### src/rtl/mux_2to1_rr_arbiter.sv
// Packet-level round-robin arbiter driving a shared 2:1 stream mux; the grant is held from the first beat through last.
// Define MUX_2TO1_RR_ARBITER_STATS_EN to add saturating per-port packet counters (pkt_cnt0/pkt_cnt1).
module mux_2to1_rr_arbiter #(
   parameter int DATA_W = 8,
   parameter int CNT_W  = 16
) (
   input  logic              clk,
   input  logic              rst,
   input  logic              valid0,
   input  logic [DATA_W-1:0] data0,
   input  logic              last0,
   output logic              ready0,
   input  logic              valid1,
   input  logic [DATA_W-1:0] data1,
   input  logic              last1,
   output logic              ready1,
   output logic              out_valid,
   output logic [DATA_W-1:0] out_data,
   output logic              out_last,
   input  logic              out_ready,
   output logic              sel,
   output logic              busy
`ifdef MUX_2TO1_RR_ARBITER_STATS_EN
   ,
   output logic [CNT_W-1:0]  pkt_cnt0,
   output logic [CNT_W-1:0]  pkt_cnt1
`endif
);

   typedef enum logic [1:0] {
      IDLE   = 2'd0,
      GRANT0 = 2'd1,
      GRANT1 = 2'd2
   } state_t;

   state_t state, state_nxt;
   logic   last_grant;
   logic   done0, done1;

   // NOTE: every output of this block gets a default first, so no path through the case can infer a latch.
   always_comb begin
      state_nxt = state;
      out_valid = 1'b0;
      ready0    = 1'b0;
      ready1    = 1'b0;
      out_data  = sel ? data1 : data0;
      out_last  = sel ? last1 : last0;
      done0     = 1'b0;
      done1     = 1'b0;
      unique case (state)
         IDLE: begin
            // On a tie the port that did not win last time gets the grant.
            if (valid0 && valid1) state_nxt = last_grant ? GRANT0 : GRANT1;
            else if (valid0)      state_nxt = GRANT0;
            else if (valid1)      state_nxt = GRANT1;
         end
         GRANT0: begin
            out_valid = valid0;
            out_data  = data0;
            out_last  = last0;
            ready0    = out_ready;
            if (valid0 && out_ready && last0) begin
               state_nxt = IDLE;
               done0     = 1'b1;
            end
         end
         GRANT1: begin
            out_valid = valid1;
            out_data  = data1;
            out_last  = last1;
            ready1    = out_ready;
            if (valid1 && out_ready && last1) begin
               state_nxt = IDLE;
               done1     = 1'b1;
            end
         end
         default: state_nxt = IDLE;
      endcase
   end

   // NOTE: sequential state uses non-blocking assignments so every register samples pre-edge values.
   always_ff @(posedge clk) begin
      if (rst) begin
         state      <= IDLE;
         last_grant <= 1'b1;
         sel        <= 1'b0;
      end else begin
         state <= state_nxt;
         if (done0) last_grant <= 1'b0;
         if (done1) last_grant <= 1'b1;
         if (state == IDLE && state_nxt == GRANT0) sel <= 1'b0;
         if (state == IDLE && state_nxt == GRANT1) sel <= 1'b1;
      end
   end

   assign busy = (state != IDLE);

`ifdef MUX_2TO1_RR_ARBITER_STATS_EN
   always_ff @(posedge clk) begin
      if (rst) begin
         pkt_cnt0 <= '0;
         pkt_cnt1 <= '0;
      end else begin
         if (done0 && pkt_cnt0 != '1) pkt_cnt0 <= pkt_cnt0 + 1'b1;
         if (done1 && pkt_cnt1 != '1) pkt_cnt1 <= pkt_cnt1 + 1'b1;
      end
   end
`endif

endmodule

### config.mk
export PLATFORM = sky130hd
export DESIGN_NAME = mux_2to1_rr_arbiter
export DESIGN_NICKNAME = d
export VERILOG_FILES = /design/src/rtl/mux_2to1_rr_arbiter.sv
export SDC_FILE = /design/constraint.sdc
export NUM_CORES = 1
export LEC_CHECK = 0
export BUFFER_PORTS_ARGS = -buffer_cell sky130_fd_sc_hd__buf_4
export CELL_PAD_IN_SITES_DETAIL_PLACEMENT = 1
export CELL_PAD_IN_SITES_GLOBAL_PLACEMENT = 1
export CORE_UTILIZATION = 27
export DETAILED_ROUTE_END_ITERATION = 8
export PLACE_DENSITY = 0.88
export SYNTH_ARGS = -nofsm -noshare
export SYNTH_HDL_FRONTEND = slang
export SYNTH_SLANG_ARGS = --single-unit
### constraint.sdc
create_clock -name clk -period 2.68 [get_ports clk]
set_clock_uncertainty 0.2 [all_clocks]
set_input_delay 0.536 -clock clk [delete_from_list [all_inputs] [get_ports clk]]
set_output_delay 0.536 -clock clk [all_outputs]
set_load 0.005 [all_outputs]
==> impl_metrics.tcl <==
set metrics [dict create \
    stdcell_area_sq_um 883 \
    ios 37 \
    synth_warnings 0 \
    vias_per_cell 5.43 \
    tightest_slew_ps 676 \
    dpl_cell_area_sq_um 858 \
    drv_slew 0 \
    yosys_register_bits 4 \
    dr.pass1.iters 4 \
    vdd_ir_drop_max_mv 0.275 \
    required_ps 1940 \
    gp_congestion 0.814 \
    outcome "completed" \
    synth_top_area_share_pct 14.1 \
    setup_viol 0 \
    place_ws_ps 392 \
    clk_latency_ps 240 \
    setup_slack_ps 275 \
    min_path_type "reg2reg" \
    grt_max_degree 22 \
    grt_pass1_vias 752 \
    path_max_fanout 19 \
    syn_nets 109 \
    ys_types 25 \
    syn2layout_area_growth_pct 51.2 \
    drv_cap 0 \
    clock.fmax_mhz 416 \
    core-area_sq_um 2000 \
    p_seq_share_pct 19.6 \
    drcViolationCount 0 \
    io_buffers 36 \
    synth_seq_area_share_pct 13.7 \
    ys_async_sr_fraction_pct 0 \
    critPathLaunch "state[0]" \
    place_hpwl_mm 1.42 \
    max_slew_margin_pct 54.9 \
    min_from "last_grant" \
    cts_setup_buffers 0 \
    synth_edf_count 0 \
    yosysMostFrequentCell "a22oi_1" \
    postSynthAreaPerCell_sq_um 7.13 \
    antenna_left 0 \
    tns_ps 0 \
    die-area_sq_um 2350 \
    htree_levels 1 \
    initial_core_util_pct 29.2 \
    die_h_um 48.5 \
    syn_inst 82 \
    pwr_density_cell_nw_per_um2 429 \
    die_x_um 48.5 \
    numClockSinks 4 \
    fin_crit_sh_pct 89.8 \
    antenna_cells 0 \
    cts_made_buffers 3 \
    comb_power_share_pct 60.7 \
    p_total_uw 379 \
    rsz0062_at_grt "no" \
    grt_pass1_wl_mm 3.24 \
    wire_per_inst_um 13.5 \
    leakagePower_nw 0.380 \
    cts_resized 0 \
    grt.total_usage_pct 17.2 \
    clockPowerShare_pct 19.7 \
    drt_iter0_drc 11 \
    tritoncts "yes" \
    finalWirelength_mm 1.92 \
    period_minus_slack_ps 2410 \
    num_vias 771 \
    p_int_uw 238 \
    postCtsHoldBufs 0 \
    hold_violations 0 \
    clock-root-buffer "clkbuf_4" \
    grt_antenna_before_repair 0 \
    synth-main-ff-cell "dfxtp_1" \
    row_count 16 \
    cp-end-kind "output port" \
    r2r-start "state[0]" \
    worst-setup-path-type "reg2out" \
    num-nets-final 144 \
    netlist_area_sq_um 584 \
    synthTopCellsByCount "11 x a22oi_1, 10 x a21oi_1, 10 x nor2b_1, 9 x a211oi_1, 6 x inv_1" \
    switching_share_pct 37.3 \
    clk_pin_slew_ps 40 \
    start_kind "flop" \
    cts_buffer_depth 2 \
    crit_arrival_ps 1670 \
    drive_gt1_share_pct 36.5 \
    synthTopCellsByArea "a22oi_1 14%, dfxtp_1 14%, a211oi_1 12%" \
    synthDominantAreaCellType "a22oi_1" \
    power_switching_uw 141 \
    grt_overflow 0 \
]
==> power groups by stage <==
stage	Sequential [mW]	Combinational, mW	Clock [mW]
finish	0.0742	0.230	0.0749
global route	0.0756	0.253	0.0830
CTS	0.0742	0.228	0.0790
detailed placement	0.0751	0.227	0
global placement	0.0741	0.222	0
floorplan	0.0697	0.121	0
==> registers in the layout (all words and copies together) (netlist names) <==
name and count:
state 2, last_grant 1, sel 1
==> layout by cell type, fill, tap and decap left out, types with 2 or more instances in the layout <==
cell	n
a211oi_1	9
buf_4	36
ha_1	3
and2_1	2
nor2_1	2
o21ai_0	2
a21oi_1	10
nor3_1	2
a22oi_1	11
inv_1	6
dfxtp_1	4
nor2b_1	10
nand3_1	2
nand2_1	2
clkbuf_4	3
==> layout make-up <==
| type | count | area, sq um |
|---|---|---|
| fillers | 261 | 1120 |
| multi-input cells | 66 | 454 |
| repair buffers | 36 | 270 |
| flip-flops and latches | 4 | 80.1 |
| well taps | 27 | 33.8 |
| clock buffers | 3 | 22.5 |
| inverters | 6 | 22.5 |
==> metrics by stage <==
step	util (%)	instances	hold slack (ps)
2_1_floorplan	-	82	237
3_3_place_gp	42.9	139	254
3_5_place_dp	42.9	139	262
4_1_cts	44.0	142	269
5_1_grt	44.1	142	284
6_report	44.1	142	273
==> metal layers <==
layer	track usage (%)	routed length, um
met1	21.2	914
met2	28.2	845
met3	3.77	115
met4	8.33	40
met5	0	0
==> final timing paths <==
check,to,slack (ps),cells past startpoint
max,out_last,270,5
min,last_grant,270,2
max reg2reg,sel,580,6
min reg2reg,last_grant,270,2
==> cells by family (layout without fill, tap and decap cells) <==
group                      after synthesis  count (layout)  share of synthesized area [%]
and+or+nand+nor                         22              22                           21.8
DFF                                      4               4                           13.7
AOI/OAI and AO/OA                       40              40                           46.9
adders and majority gates                4               4                           8.57
buffers and inverters                   12              45                           8.99
==> critical path, stage by stage, from the launching register on <==
cell and delay (ps):
dfxtp_1 420, inv_1 100, ha_2 530, a211oi_1 80, a21oi_1 160, buf_4 130
No activity file was read; power rests on OpenSTA's default activity.
